--- src/rtl/vga_sync_gen.sv ---
// Raster timing generator: pixel-enable divider plus horizontal/vertical counters with registered sync/blank decodes.
// Optional frame_start output is built when VGA_SYNC_FRAME_START_EN is defined.
module vga_sync_gen #(
    parameter int CLK_DIV   = 4,
    parameter int H_VISIBLE = 640,
    parameter int H_FP      = 16,
    parameter int H_SYNC    = 96,
    parameter int H_BP      = 48,
    parameter int V_VISIBLE = 480,
    parameter int V_FP      = 10,
    parameter int V_SYNC    = 2,
    parameter int V_BP      = 33
) (
    input  logic       clk,
    input  logic       reset,
    output logic       pixel_tick,
    output logic       h_sync,
    output logic       v_sync,
    output logic       display_en,
    output logic [9:0] x_pixel,
    output logic [9:0] y_pixel
`ifdef VGA_SYNC_FRAME_START_EN
    ,
    output logic       frame_start
`endif
);

    localparam int H_TOTAL = H_VISIBLE + H_FP + H_SYNC + H_BP;
    localparam int V_TOTAL = V_VISIBLE + V_FP + V_SYNC + V_BP;

    if (H_TOTAL > 1024 || V_TOTAL > 1024) begin : g_bad_total
        $error("vga_sync_gen: H_TOTAL and V_TOTAL must not exceed 1024");
    end
    if (CLK_DIV < 1 || CLK_DIV > 16) begin : g_bad_div
        $error("vga_sync_gen: CLK_DIV must be within 1..16");
    end

    localparam logic [3:0]  DIV_LAST = 4'(CLK_DIV - 1);
    localparam logic [9:0]  H_LAST   = 10'(H_TOTAL - 1);
    localparam logic [9:0]  V_LAST   = 10'(V_TOTAL - 1);
    // 11-bit bounds so a 1024-wide total still compares correctly
    localparam logic [10:0] H_VIS_END  = 11'(H_VISIBLE);
    localparam logic [10:0] HS_START   = 11'(H_VISIBLE + H_FP);
    localparam logic [10:0] HS_END     = 11'(H_VISIBLE + H_FP + H_SYNC);
    localparam logic [10:0] V_VIS_END  = 11'(V_VISIBLE);
    localparam logic [10:0] VS_START   = 11'(V_VISIBLE + V_FP);
    localparam logic [10:0] VS_END     = 11'(V_VISIBLE + V_FP + V_SYNC);

    logic [3:0]  div_cnt;
    logic [9:0]  h_cnt;
    logic [9:0]  v_cnt;
    logic [10:0] h_ext;
    logic [10:0] v_ext;
    logic        h_last;
    logic        v_last;
    logic        visible;
    logic        in_hs;
    logic        in_vs;

    assign pixel_tick = (div_cnt == DIV_LAST);
    assign h_last     = (h_cnt == H_LAST);
    assign v_last     = (v_cnt == V_LAST);
    assign h_ext      = {1'b0, h_cnt};
    assign v_ext      = {1'b0, v_cnt};
    assign visible    = (h_ext < H_VIS_END) && (v_ext < V_VIS_END);
    assign in_hs      = (h_ext >= HS_START) && (h_ext < HS_END);
    assign in_vs      = (v_ext >= VS_START) && (v_ext < VS_END);

    always_ff @(posedge clk or negedge reset) begin
        if (!reset) begin
            div_cnt <= '0;
        end else if (pixel_tick) begin
            div_cnt <= '0;
        end else begin
            div_cnt <= div_cnt + 4'd1;
        end
    end

    always_ff @(posedge clk or negedge reset) begin
        if (!reset) begin
            h_cnt <= '0;
            v_cnt <= '0;
        end else if (pixel_tick) begin
            if (h_last) begin
                h_cnt <= '0;
                v_cnt <= v_last ? 10'd0 : v_cnt + 10'd1;
            end else begin
                h_cnt <= h_cnt + 10'd1;
            end
        end
    end

    // Decodes are registered every clk, so they trail the counters by one clk.
    always_ff @(posedge clk or negedge reset) begin
        if (!reset) begin
            h_sync     <= 1'b1;
            v_sync     <= 1'b1;
            display_en <= 1'b0;
            x_pixel    <= '0;
            y_pixel    <= '0;
        end else begin
            h_sync     <= !in_hs;
            v_sync     <= !in_vs;
            display_en <= visible;
            x_pixel    <= visible ? h_cnt : 10'd0;
            y_pixel    <= visible ? v_cnt : 10'd0;
        end
    end

`ifdef VGA_SYNC_FRAME_START_EN
    // frame_wrap marks the counter wrap; delaying it once lines the pulse up with x = y = 0 on the outputs.
    logic frame_wrap;

    always_ff @(posedge clk or negedge reset) begin
        if (!reset) begin
            frame_wrap  <= 1'b0;
            frame_start <= 1'b0;
        end else begin
            frame_wrap  <= pixel_tick && h_last && v_last;
            frame_start <= frame_wrap;
        end
    end
`endif

endmodule

--- config.mk ---
export PLATFORM = sky130hd
export DESIGN_NAME = vga_sync_gen
export DESIGN_NICKNAME = d
export VERILOG_FILES = /design/src/rtl/vga_sync_gen.sv
export SDC_FILE = /design/constraint.sdc
export NUM_CORES = 1
export LEC_CHECK = 0
export ABC_AREA = 0
export CORE_ASPECT_RATIO = 1.25
export CORE_MARGIN = 2
export CORE_UTILIZATION = 58
export DETAILED_ROUTE_END_ITERATION = 10
export PLACE_DENSITY = 0.83
export SLEW_MARGIN = 20
export SYNTH_ARGS = -nofsm -noshare
export SYNTH_HDL_FRONTEND = slang
export SYNTH_SLANG_ARGS = --single-unit
export TNS_END_PERCENT = 1
--- constraint.sdc ---
create_clock -name clk -period 3.9 [get_ports clk]
set_clock_uncertainty 0.1 [all_clocks]
set_input_delay 0.78 -clock clk [delete_from_list [all_inputs] [get_ports clk]]
set_output_delay 0.78 -clock clk [all_outputs]
set_load 0.005 [all_outputs]
==> out/results.ini, run 1 <==
[outcome]
status = complete, no violations

[drt]
firstDrtPassIters = 4
wl_um = 3451
dr.first_iter.drc_count = 29
ant_nets = 0
route.detailed.drc = 0
num_vias = 1337
wire_per_inst_um = 14.69
post_drt_via_cell_ratio = 5.689

[worst_setup_path]
crit_path_cell_trace = ha_1, or3b_2, inv_1, clkdlybuf4s50_1
endpoint_kind = primary output
critPathArrivalTime_ns = 2.32
start_kind = register
max_stage_delay_ns = 0.59
cp_slowest_cell = clkdlybuf4s50_1
cp.required_ns = 3.02
critPathKind = reg2out
crit_fanout = 14

[synth]
yosysTopAreaCell = dfrtp_1
ys_seq_elements = 47
synthesis.area_um2 = 1994
yosysWarnings = 0
synth-seq-area-share_pct = 59.10
yosys-top-cells-area = dfrtp_1, and2_1, ha_1
synth_top_area_share_pct = 56.46
synth_nets = 178
synthDistinctLibCells = 40
netlist_instances = 171
synth_area_per_cell_um2 = 11.66

[cells_and_area]
fin_nets = 204
antenna_cells = 0
mostFrequentLayoutCells = dfrtp_1, clkdlybuf4s50_1, and2_1, nand3_1, nand2_1
drive_gt1_share_pct = 11.11
final_core_util_pct = 72.87
final_common_cell = dfrtp_1
syn_to_final_growth_pct = 18.82

[clock_tree]
clockRootBuffer = clkbuf_8
clock-sinks = 47
cts_resized = 0
clock_path_buffers = 2
clk_pin_slew_ns = 0.08
cts_tree = done
cts_hold_buf = 0
h-tree-depth = 2
cts_buffers = 5
clock_latency_ns = 0.30
post-cts-setup-buffers = 0

[sta]
setup_slack_ns = 0.7001
setup-tns-final_ns = 0
rsz0062_at_grt = false
fin_crit_ns = 3.200
fmax_ghz = 0.3125
slew_headroom_pct = 56.56
finalSetupViolCount = 0
maxSlewViolCount = 0
fin_crit_sh_pct = 82.05
hold_viol = 0
worstMarginPinSlew_ns = 0.6480

[global_route]
antenna_found_initial = 0
grt_pass1_wl_um = 6285
overflow = 0
grt_max_degree = 48
grt_pass1_vias = 1384
groute.usage.overall_pct = 20.40

[floorplanning]
io_pins = 26
rows = 23
die_y_um = 69.56
start_util_pct = 61.33
die-area_um2 = 3927
core_um2 = 3252
fp.dieW_um = 56.45

[placement]
pre_cts_slack_ns = 1.058
gp_congestion = 0.8465
dp.final_hpwl_um = 2297
io_buffers = 25

[pwr]
max-vdd-ir-drop_v = 0.0003571
power_density_nw_per_um2 = 364.3
leakagePower_nw = 1.048

[hold_path]
hp-class = in2async

[flow_run]
cap_violations = 0

-- cell type report --
type	count	area, um2
Sequential cell	47	1179
Fill cell	220	882.1
Multi-Input combinational cell	111	753.2
Timing Repair Buffer	25	247.7
Clock buffer	6	82.58
Tap cell	37	46.29
Clock inverter	2	35.03
Inverter	7	26.28
-- cell usage after synthesis, drive strengths merged --
master,instances
dfstp,2
a31oi,1
nand3b,1
xor2,5
nand2b,1
nor4,7
nand3,12
nor3,5
nand4,7
and4,4
nor2,4
o21a,1
a41oi,1
mux2i,2
a21oi,3
o21ai,7
nand2,12
o22ai,2
buf,5
xnor2,6
or3b,1
ha,5
or4,1
and2,15
o31ai,1
dfrtp,45
and3,2
or4b,1
nor4b,2
clkbuf,1
inv,7
nor3b,1
conb,1
-- through the flow --
step | std cells | hold slack [ns] | power [mW] | area (um2)
after floorplan | 171 | 0.3331 | 0.4975 | 1994
after global placement | 227 | 0.3423 | 0.5077 | 2245
after detailed placement | 227 | 0.3591 | 0.5082 | 2245
after CTS | 235 | 0.3914 | 0.8706 | 2362
after global routing | 235 | 0.3943 | 0.8927 | 2370
final | 235 | 0.3683 | 0.8632 | 2370
-- critical path, delay by kind of cell (launching register included) --
family / cells / cell delay, ns
buffers and inverters: 2 / 0.94
AND/OR/NAND/NOR: 1 / 0.51
flip-flops: 1 / 0.38
adder cells (fa/ha/maj): 1 / 0.19
-- path summary, 6_finish.rpt --
path / end / slack, ns / cells past startpoint / from
worst min register to register: div_cnt[0]$_DFF_PN0_ / 0.38 / 1 / div_cnt[0]$_DFF_PN0_
worst min-delay path: x_pixel[4]$_DFF_PN0_ / 0.37 / 1 / reset
max in group asynchronous: v_sync$_DFF_PN1_ / 2.96 / 1 / reset
min in group clk: div_cnt[0]$_DFF_PN0_ / 0.38 / 1 / div_cnt[0]$_DFF_PN0_
worst max register to register: v_cnt[6]$_DFFE_PN0P_ / 1.54 / 6 / div_cnt[0]$_DFF_PN0_
worst max-delay path: pixel_tick / 0.70 / 4 / div_cnt[0]$_DFF_PN0_
-- sequential cells by signal, summed over array words and instances (netlist names) --
register,count
h_cnt,10
v_cnt,10
x_pixel,10
y_pixel,10
div_cnt,4
display_en,1
h_sync,1
v_sync,1
-- report_power, final --
part	internal, mW	switching, mW	total [mW]	leakage (nW)
Clock	0.207	0.158	0.365	0.0612
Sequential	0.487	0.000113	0.488	0.618
Combinational	0.00153	0.00883	0.0104	0.369
Total	0.696	0.167	0.863	1.05
-- per-layer routing --
metal	global-route usage (%)	up-vias	part of all wire (%)
met5	0	-	0
met4	6.614	0	1.6
met3	5.970	7	4.1
met2	32.17	27	49
met1	27.14	650	46
li1	-	653	-
-- logic make-up after synthesis --
family | count (synthesis) | share of synthesized area [%]
simple gates | 76 | 23.72
flops | 47 | 59.10
compound gates | 16 | 4.642
buf+inv | 13 | 3.387
xor+xnor | 11 | 4.830
fa+ha+maj | 5 | 3.137
mux | 2 | 1.004
other cells | 1 | 0.1880
No activity file was read; power rests on OpenSTA's default activity.
==> inputs of run 2 (changes only) <==
CORE_UTILIZATION = 54   (was 58)
PLACE_DENSITY = 0.78   (was 0.83)
clock period = 3.2 ns   (was 3.9 ns; I/O delays follow)
==> run 2 against run 1 <==
Compared with the run above:
- via count increased by 3.4%
- wire length increased by 5.0%
- die area increased by 6.9%
- final cell count increased by 1.7%
- combinational power increased by 23%
- sequential share of layout area decreased by 0.57 points
==> out/results.ini, run 2 (synthesis gave the netlist of run 1 again) <==
[outcome]
status = complete, no violations

[global_route]
use_met3_pct = 5.348
grt-busiest-layer = met2
grt_max_degree = 48
groute.usage.overall_pct = 20.60
grt_use_met1_pct = 25.40
antenna_found_initial = 0
grt_pass1_vias = 1431
overflow = 0
grtUsageMet2_pct = 33.71
grt_pass1_wl_um = 6486

[sta]
finalSetupViolCount = 0
fmax_ghz = 0.3694
hold_viol = 0
fin_crit_sh_pct = 84.60
setup-tns-final_ns = 0
fin_crit_ns = 2.707
slew_headroom_pct = 62.23
maxSlewViolCount = 0
holdWs_ns = 0.2164
setup_slack_ns = 0.4928
worstMarginPinSlew_ns = 0.5666
rsz0062_at_grt = false

[floorplanning]
start_util_pct = 56.77
die_y_um = 71.95
rows = 24
io_pins = 26
die-area_um2 = 4198
fp.dieW_um = 58.36
core_um2 = 3513

[cells_and_area]
mostFrequentLayoutCells = dfrtp_1, clkdlybuf4s50_1, and2_1, nand3_1, nand2_1
regArea_um2 = 1179
final_common_cell = dfrtp_1
antenna_cells = 0
instances_no_fill = 239
drive_gt1_share_pct = 11.00
fin_nets = 206
syn_to_final_growth_pct = 20.20
multi_input_area_um2 = 748.2
fillers = 264

[worst_setup_path]
critPathBufInv = 2
start_kind = register
endpoint_kind = primary output
max_stage_delay_ns = 0.51
critPathArrivalTime_ns = 1.97
crit_fanout = 3
cp.required_ns = 2.46
critPathKind = reg2out
crit_path_cell_trace = ha_1, or3b_2, inv_1, clkdlybuf4s50_1
crit_family = buffers and inverters
cp_slowest_cell = or3b_2

[pwr]
max-vdd-ir-drop_v = 0.0003636
leakagePower_nw = 1.061
p_total_mw = 1.104
power_density_nw_per_um2 = 460.4

[clock_tree]
clock_path_buffers = 2
clk_pin_slew_ns = 0.08
clock_latency_ns = 0.30
cts_buffers = 5
cts_tree = done
cts_resized = 0
clock-sinks = 47
post-cts-setup-buffers = 0
h-tree-depth = 2
clockRootBuffer = clkbuf_8
cts_hold_buf = 0

[drt]
ant_nets = 0
wl_um = 3622
route.detailed.drc = 0
firstDrtPassIters = 4
post_drt_via_cell_ratio = 5.787
num_vias = 1383
dr.first_iter.drc_count = 17
wire_per_inst_um = 15.15

[flow_run]
cap_violations = 0

[placement]
dp_cells = 231
pre_cts_slack_ns = 0.8161
io_buffers = 25
gp_congestion = 0.8921
dp.final_hpwl_um = 2489

[hold_path]
hp-class = in2async

[run 2: changes by cell type in the layout (fill, tap and decap cells not counted)]
| cell | before | now |
|---|---|---|
| buf_4 | 1 | 3 |
| bufinv_16 | 1 | 2 |
| clkbuf_1 | 0 | 1 |
| clkbuf_8 | 6 | 5 |
| clkinv_2 | 1 | 0 |
| nor3_1 | 4 | 5 |
| nor3_2 | 1 | 0 |
[run 2: cell type report]
class | instances | area share (%)
inverters | 7 | 1.096
flip-flops and latches | 47 | 49.16
multi-input cells | 111 | 31.21
clock buffers | 6 | 3.027
well taps | 39 | 2.035
repair buffers | 27 | 10.96
clock inverters | 2 | 2.505
[run 2: metrics by stage]
stage | utilization (%) | cell area, um2
after floorplan | - | 1994
after global placement | 64.39 | 2262
after detailed placement | 64.39 | 2262
after CTS | 68.16 | 2395
after global routing | 68.23 | 2397
final | 68.23 | 2397
[run 2: layer usage]
layer / vias to the layer above / routed length (um)
met2: 26 / 1878
li1: 657 / -
met4: 0 / 72
met1: 694 / 1549
met3: 6 / 122
met5: - / 0
[run 2: worst paths after layout]
kind / from / to / slack (ns) / cells past startpoint
min in group clk: div_cnt[0]$_DFF_PN0_ / div_cnt[0]$_DFF_PN0_ / 0.37 / 1
setup / recovery: div_cnt[0]$_DFF_PN0_ / pixel_tick / 0.49 / 4
hold / removal: reset / x_pixel[5]$_DFF_PN0_ / 0.22 / 1
max in group asynchronous: reset / v_sync$_DFF_PN1_ / 2.37 / 1
setup reg to reg: div_cnt[0]$_DFF_PN0_ / v_cnt[8]$_DFFE_PN0P_ / 0.96 / 7
hold reg to reg: div_cnt[0]$_DFF_PN0_ / div_cnt[0]$_DFF_PN0_ / 0.37 / 1
[run 2: worst reg2reg max path: stages (launching register included)]
cell and delay, ns:
dfrtp_1 0.38, ha_1 0.19, or3b_2 0.51, inv_1 0.10
buf_4 0.19, nand4_2 0.23, nor3_1 0.30, xor2_1 0.18
[run 2: power breakdown]
part	total [mW]	internal, mW	switching, mW
Clock	0.497	0.312	0.185
Combinational	0.0128	0.00186	0.0109
Sequential	0.594	0.594	0.000135
